--- config.mk ---
export PLATFORM = sky130hd
export DESIGN_NAME = accum_cpu_gen2
export DESIGN_NICKNAME = d
export VERILOG_FILES = /design/src/rtl/accum_cpu_gen2.sv
export SDC_FILE = /design/constraint.sdc
export NUM_CORES = 1
export LEC_CHECK = 0
export ABC_AREA = 0
export BUFFER_PORTS_ARGS = -buffer_cell sky130_fd_sc_hd__buf_2
export CAP_MARGIN = 5
export CORE_MARGIN = 2
export CORE_UTILIZATION = 50
export DETAILED_ROUTE_END_ITERATION = 7
export GPL_TIMING_DRIVEN = 0
export PLACE_DENSITY = 0.75
export REMOVE_ABC_BUFFERS = 1
export SYNTH_ARGS = -nofsm -noshare
export SYNTH_HDL_FRONTEND = slang
export SYNTH_SLANG_ARGS = --single-unit
--- constraint.sdc ---
create_clock -name clk -period 2.3 [get_ports clk]
set_clock_uncertainty 0.05 [all_clocks]
set_input_delay 0.575 -clock clk [delete_from_list [all_inputs] [get_ports clk]]
set_output_delay 0.575 -clock clk [all_outputs]
set_load 0.05 [all_outputs]
--- src/rtl/accum_cpu_gen2.sv ---
// Accumulator CPU: multi-cycle FETCH/DECODE/INDIRECT/EXECUTE machine with
// single-level indirect addressing and a single-port external memory.
module accum_cpu_gen2 #(
   parameter int DATA_W = 8,
   parameter int ADDR_W = 4
) (
   input  logic              clk,
   input  logic              clr,
   output logic              read,
   output logic              write,
   output logic [ADDR_W-1:0] address,
   input  logic [DATA_W-1:0] memoryOut,
   output logic [DATA_W-1:0] memoryIn,
   output logic [DATA_W-1:0] ac,
   output logic              carry,
   output logic              zero,
   output logic              halted
);

   typedef enum logic [2:0] {
      FETCH,
      DECODE,
      INDIRECT,
      EXECUTE,
      HALT
   } state_t;

   typedef enum logic [2:0] {
      OP_HALT  = 3'b000,
      OP_ADD   = 3'b001,
      OP_XNOR  = 3'b010,
      OP_AND   = 3'b011,
      OP_LOAD  = 3'b100,
      OP_STORE = 3'b101,
      OP_JMP   = 3'b110,
      OP_JZ    = 3'b111
   } op_t;

   state_t            state;
   state_t            state_next;
   logic [ADDR_W-1:0] pc;
   logic [ADDR_W-1:0] ea;
   logic [DATA_W-1:0] ir;
   logic              ind;
   op_t               op;
   logic [ADDR_W-1:0] ir_addr;
   logic [DATA_W:0]   sum;

   assign ind      = ir[DATA_W-1];
   assign op       = op_t'(ir[DATA_W-2 -: 3]);
   assign ir_addr  = ir[ADDR_W-1:0];
   assign sum      = {1'b0, ac} + {1'b0, memoryOut};
   assign memoryIn = ac;
   assign zero     = (ac == '0);
   assign halted   = (state == HALT);

   always_ff @(posedge clk) begin
      if (!clr) begin
         state <= FETCH;
         pc    <= '0;
         ac    <= '0;
         ir    <= '0;
         ea    <= '0;
         carry <= 1'b0;
      end else begin
         state <= state_next;
         case (state)
            FETCH: begin
               ir <= memoryOut;
               pc <= pc + 1'b1;
            end
            DECODE: begin
               if (op != OP_HALT && !ind) ea <= ir_addr;
            end
            INDIRECT: ea <= memoryOut[ADDR_W-1:0];
            EXECUTE: begin
               case (op)
                  OP_ADD:  {carry, ac} <= sum;
                  OP_XNOR: ac <= ~(ac ^ memoryOut);
                  OP_AND:  ac <= ac & memoryOut;
                  OP_LOAD: ac <= memoryOut;
                  OP_JMP:  pc <= ea;
                  OP_JZ:   if (zero) pc <= ea;
                  default: ;
               endcase
            end
            default: ;
         endcase
      end
   end

   // Address idles at PC whenever no memory access is made.
   always_comb begin
      state_next = state;
      read       = 1'b0;
      write      = 1'b0;
      address    = pc;
      case (state)
         FETCH: begin
            read       = 1'b1;
            state_next = DECODE;
         end
         DECODE: begin
            if (op == OP_HALT)  state_next = HALT;
            else if (ind)       state_next = INDIRECT;
            else                state_next = EXECUTE;
         end
         INDIRECT: begin
            address    = ir_addr;
            read       = 1'b1;
            state_next = EXECUTE;
         end
         EXECUTE: begin
            state_next = FETCH;
            case (op)
               OP_ADD, OP_XNOR, OP_AND, OP_LOAD: begin
                  address = ea;
                  read    = 1'b1;
               end
               OP_STORE: begin
                  address = ea;
                  write   = 1'b1;
               end
               default: ;
            endcase
         end
         HALT: state_next = HALT;
         default: state_next = FETCH;
      endcase
      // A reset asserted mid-cycle must kill any pending store.
      if (!clr) begin
         read  = 1'b0;
         write = 1'b0;
      end
   end

endmodule

# After elaboration in Yosys (flattened, before gate mapping)
# Cells that the tools add are included.
# classes
bitwise,3
n_reduce_logical,16
n_addsub,2
eq_ne,14
muxes,17
# op_table
operator,count
one-hot mux 4 bit (2 select lines),4
one-hot mux 8 bit (4 select lines),1
"== test 3 bit, second input constant",5
"== test 3 x 2 -> 1 bit, second input constant",4
two-way mux 4 bit,3
one-hot mux 3 bit (4 select lines),1
adder 8 x 8 -> 9 bit,1
AND 8 bit,1
zero test 8 bit,1
inverter 8 bit,1
XOR 8 bit,1
"== test 3 x 1 -> 1 bit, second input constant",2
zero test 3 bit,2
two-way mux 1 bit,6
AND reduction 2 bit,3
OR reduction 5 bit,1
"adder 4 x 1 -> 4 bit, second input constant",1
nonzero test 2 bit,2
nonzero test 4 bit,1
OR reduction 4 bit,1
two-way mux 3 bit,1
"inequality test 3 x 1 -> 1 bit, second input constant",1
"inequality test 3 bit, second input constant",1
AND reduction 3 bit,1
6 further kinds,6
# totals
out_inout_bits,25
ff_bits,28
wordCells,58

# Longest topological paths before layout
# depth
ltp_word,5
mapped_depth,7
mapped_depth_nobuf,7

# Worst setup path before layout
# OpenSTA, ideal clock, no wires.
# synth_timing
kind,input port to output port
startpoint,input clr
endpoint,output write
slack_ns,-0.241
arrival_time_ns,1.916
cell_stages,3
path_cell_list,clkbuf_1 > nand2_1 > nor3_1
# synth_between
elab_chain_cells,1
# synth_rtl
item,line,source
"start, declared",8,"input logic clr,"
two-way mux 1 bit,131,if (!clr) begin
"end, declared",10,"output logic write,"
# No other way between the ends.

# Worst setup path in the final report
# layout_timing
startpoint,register ir[5]
endpoint,output address[2]
# layout_between
elab_chain_cells,4
word_cells_on_any_way,8
classes_between,5 x eq/ne; 2 x mux; 1 x reduce/logical
# layout_rtl
item,line,source
"start, declared",43,logic [DATA_W-1:0] ir;
"start signal, assigned",69,ir <= memoryOut;
== test 3 bit (tied with other cells),115,case (op)
OR reduction 5 bit (no source line) *,-,
two-way mux 4 bit *,115,
one-hot mux 4 bit (2 select lines) *,98,case (state)
"end, declared",11,"output logic [ADDR_W-1:0] address,"
# Mark *: on every way between the ends. The rest lies on a longest branch, timed or not.

==> reports/results.tsv <==
metric	value	unit
outcome	complete, but fails checks	
failing checks	setup timing	
CTS Buf Count	3	
RSZ-0062 raised after global routing	true	
Post-Synth XOR/XNOR Area	0.01746	
post-synthesis average cell area	8.060	um2
GR Layer Usage met1	0.3006	
vias in the first global route	1804	
crit end category	primary output	
Fin. Hold Viols	0	
Final Critical Period	2.352	ns
Rel. slew slack	0.4675	
Compound-Gate Fraction of Synth Area	0.2949	
n_diodes	0	
CTS root buf	clkbuf_8	
fmax	0.4251	GHz
leakage power	1.010	nW
met3 usage	0.03667	
share of post-route cells with drive strength above 1	0.2482	
Reg-to-Reg Start	ac[0]	
adder-cell share of the synthesized area	0.06608	
final setup fails	3	
Mapped Area	2007	um2
peak supply drop	440.1	uV
largest family of logic cells by synthesized area	compound AO/OA/AOI/OAI gates	
GR Util met2	0.4220	
# DRC	0	
Seq pwr share	0.375	
die outline width	67.36	um
# fillers	350	
final instance area	2305	um2
final WL	4.936	mm
starting density of the core	0.5090	
Area growth syn-to-layout	14.84	%
worst slew pin tran	0.7971	ns
Endpoint, Worst Hold	ir[1]	
Most used DFF post-synth	dfxtp_1	
1st-iter DRT viols	152	
Crit Reg-Reg Endpoint	ac[6]	
die area	4537	um2
Hold Path Class	flip-flop to flip-flop	
CTS tree	yes	
Most Crowded Layer GR	met2	
Crit Path Max Fanout	4	
hold path cells	2	
switching pwr	0.7314	mW
simple-gate share of the synthesized area	0.2338	
Multi-input gate area	1297	um2
period utilisation layout	1.023	
Area after DPL	2117	um2
hold_buf cts	0	
number of routed nets with antenna violations	0	
Sw Share	0.4211	
Crit Path Class	flip-flop to primary output	
Pre-Repair DR Iteration Count	4	
Core ar.	3943	um2
dpl ws	-0.4364	ns
part of the Yosys area used for sequential elements	0.2793	
Die Y	67.36	um
GRT Residual Overflow	0	
Final Max Slew Viols	0	
mux cell area share after synthesis	0.02494	
Comb pwr share	0.442	
H-tree depth	1	
number of synthesized flops with an enable pin	0	
dpl hpwl	3.406	mm
Max Root-Sink Buffers	2	
flop2flop setup slack	0.21	ns
slack of the critical path	-0.05211	ns
total power draw	1.737	mW
Seq. cell area	583.1	um2
IO buf count	34	
hold wc startpoint	ir[1]	
power share of the clock group	0.184	
cell family with most CP delay	compound AO/OA/AOI/OAI gates	
vias per std cell	6.019	
post-synthesis cell type count	53	
Final nets	295	
Top Ports	35	
initial antenna violation count	0	
Async S/R FF share, synth	0	
pwr/cell area	753.7	nW/um2
global-route wire length before repair	8.355	mm
Avg WL per Cell	15.23	um
Cells after Synth	249	
gpl congestion	0.8861	
flops & latches, synth	28	
clock-pin slew on the worst setup and hold paths	0.10	ns
GRT Util Overall	0.2369	
Crit path largest cell delay	0.40	ns
largest net degree at the start of global routing	19	
routed vias	1950	
slowest cell on the critical path	a222oi_1	
latest clock arrival within the worst-skew pair	0.28	ns
CTS Sinks	28	
Critical Path Start Type	flip-flop	
Worst EP arrival	1.73	ns
Worst Path Buf+Inv	2	
Cell Int Power	1.006	mW
worst endpoint required time	1.67	ns
max-cap check violation count	0	
FP Rows	23	
worst-case reg-to-reg path depth	7	
warnings from Yosys	0	
critical-path cell list	and2_4 -> o21ai_2 -> nand3b_1 -> a222oi_1 -> inv_1 -> buf_6	
[tightest hold or removal path: stages (launching register included)]
cell and delay [ns]:
dfxtp_1 0.34, nand2_1 0.06, a21oi_1 0.05
[routing by layer]
metal | share of wire | vias to the layer above
met2 | 0.49 | 66
met3 | 0.062 | 4
met5 | 0 | -
met1 | 0.44 | 909
li1 | - | 971
met4 | 0.0043 | 0
[sequential cells by signal (all words and copies together) (netlist names)]
| name | flops |
|---|---|
| pc | 4 |
| carry | 1 |
| ac | 8 |
| ir | 8 |
| state | 3 |
| ea | 4 |
[layout by cell type, fill, tap and decap left out, types with 3 or more instances in the layout]
cell,synthesis,routed
o21ai_1,8,7
nand2b_1,7,7
nor2_1,15,15
a21oi_1,34,34
dfxtp_1,28,22
mux2i_1,5,5
clkbuf_8,0,4
ha_1,9,9
nand2_1,26,26
inv_1,11,11
buf_6,0,3
a222oi_1,4,4
dfxtp_4,0,6
buf_4,9,9
o22ai_1,3,3
nor3_1,8,7
a31oi_1,5,5
buf_2,8,28
o21ai_0,8,8
o221ai_1,4,4
nor3_4,2,3
o211ai_1,3,3
xnor2_1,3,3
[final cells by class]
| class | count | share of cell area |
|---|---|---|
| multi-input combinational | 188 | 0.5630 |
| inverter | 12 | 0.02172 |
| timing repair buffer | 42 | 0.1113 |
| tap | 50 | 0.02714 |
| clock buffer | 4 | 0.02389 |
| sequential | 28 | 0.2530 |
[cells in the mapped netlist (all sizes together), types with 3 or more instances]
cell type,count,area [um2]
a21oi,34,170.2
a222oi,4,40.04
a31oi,6,52.55
buf,17,107.6
clkbuf,4,15.01
dfxtp,28,560.5
ha,9,112.6
inv,11,41.29
mux2i,5,50.05
nand2,26,97.59
nand2b,7,43.79
nand3b,3,47.55
nor2,15,56.30
nor2b,3,21.27
nor3,11,82.58
o211ai,3,22.52
o21ai,17,96.35
o221ai,4,35.03
o22ai,3,18.77
xnor2,3,26.28
[power by group through the flow]
| stage | Sequential [mW] | Clock (mW) | Combinational, mW |
|---|---|---|---|
| global route | 0.664 | 0.338 | 0.840 |
| global placement | 0.677 | 0 | 0.644 |
| floorplan | 0.681 | 0 | 0.497 |
| finish | 0.651 | 0.319 | 0.767 |
| CTS | 0.647 | 0.323 | 0.754 |
| detailed placement | 0.681 | 0 | 0.653 |
[how the worst max path moves through the flow]
stage                     startpoint    endpoint  slack [ns]  cells past startpoint
after floorplan                ac[2]        zero       -0.34                      2
after global placement         ir[4]        read       -0.43                      5
after detailed placement       ir[4]        read       -0.44                      5
after CTS                      ir[5]  address[1]       -0.03                      6
after global routing           ir[5]  address[1]        -0.1                      6
final                          ir[5]  address[2]       -0.05                      6
[logic make-up (layout without fill, tap and decap cells)]
logic type | Yosys count | after routing
AO/OA/AOI/OAI | 90 | 90
buffers and inverters | 33 | 58
AND/OR/NAND/NOR | 79 | 79
multiplexers | 5 | 5
flip-flops | 28 | 28
XOR/XNOR | 4 | 4
adder cells (fa/ha/maj) | 10 | 10
[per-stage QoR]
step           utilization  setup TNS (ns)  cells  hold WS (ns)
2_1_floorplan            -          -1.491    228        0.3983
3_3_place_gp        0.5370          -1.995    312        0.4131
3_5_place_dp        0.5370          -2.062    312        0.4192
4_1_cts             0.5792        -0.04772    324        0.4335
5_1_grt             0.5846         -0.3074    324        0.4690
6_report            0.5846        -0.09196    324        0.4330
[repair_timing]
action                                  CTS  global route
endpoints found under the setup margin    7             7
setup buffers                             8             0
gates resized for setup                  20             9
endpoints found under the hold margin     0             0
pin swaps                                 6             3
(Power assumes the default switching activity.)
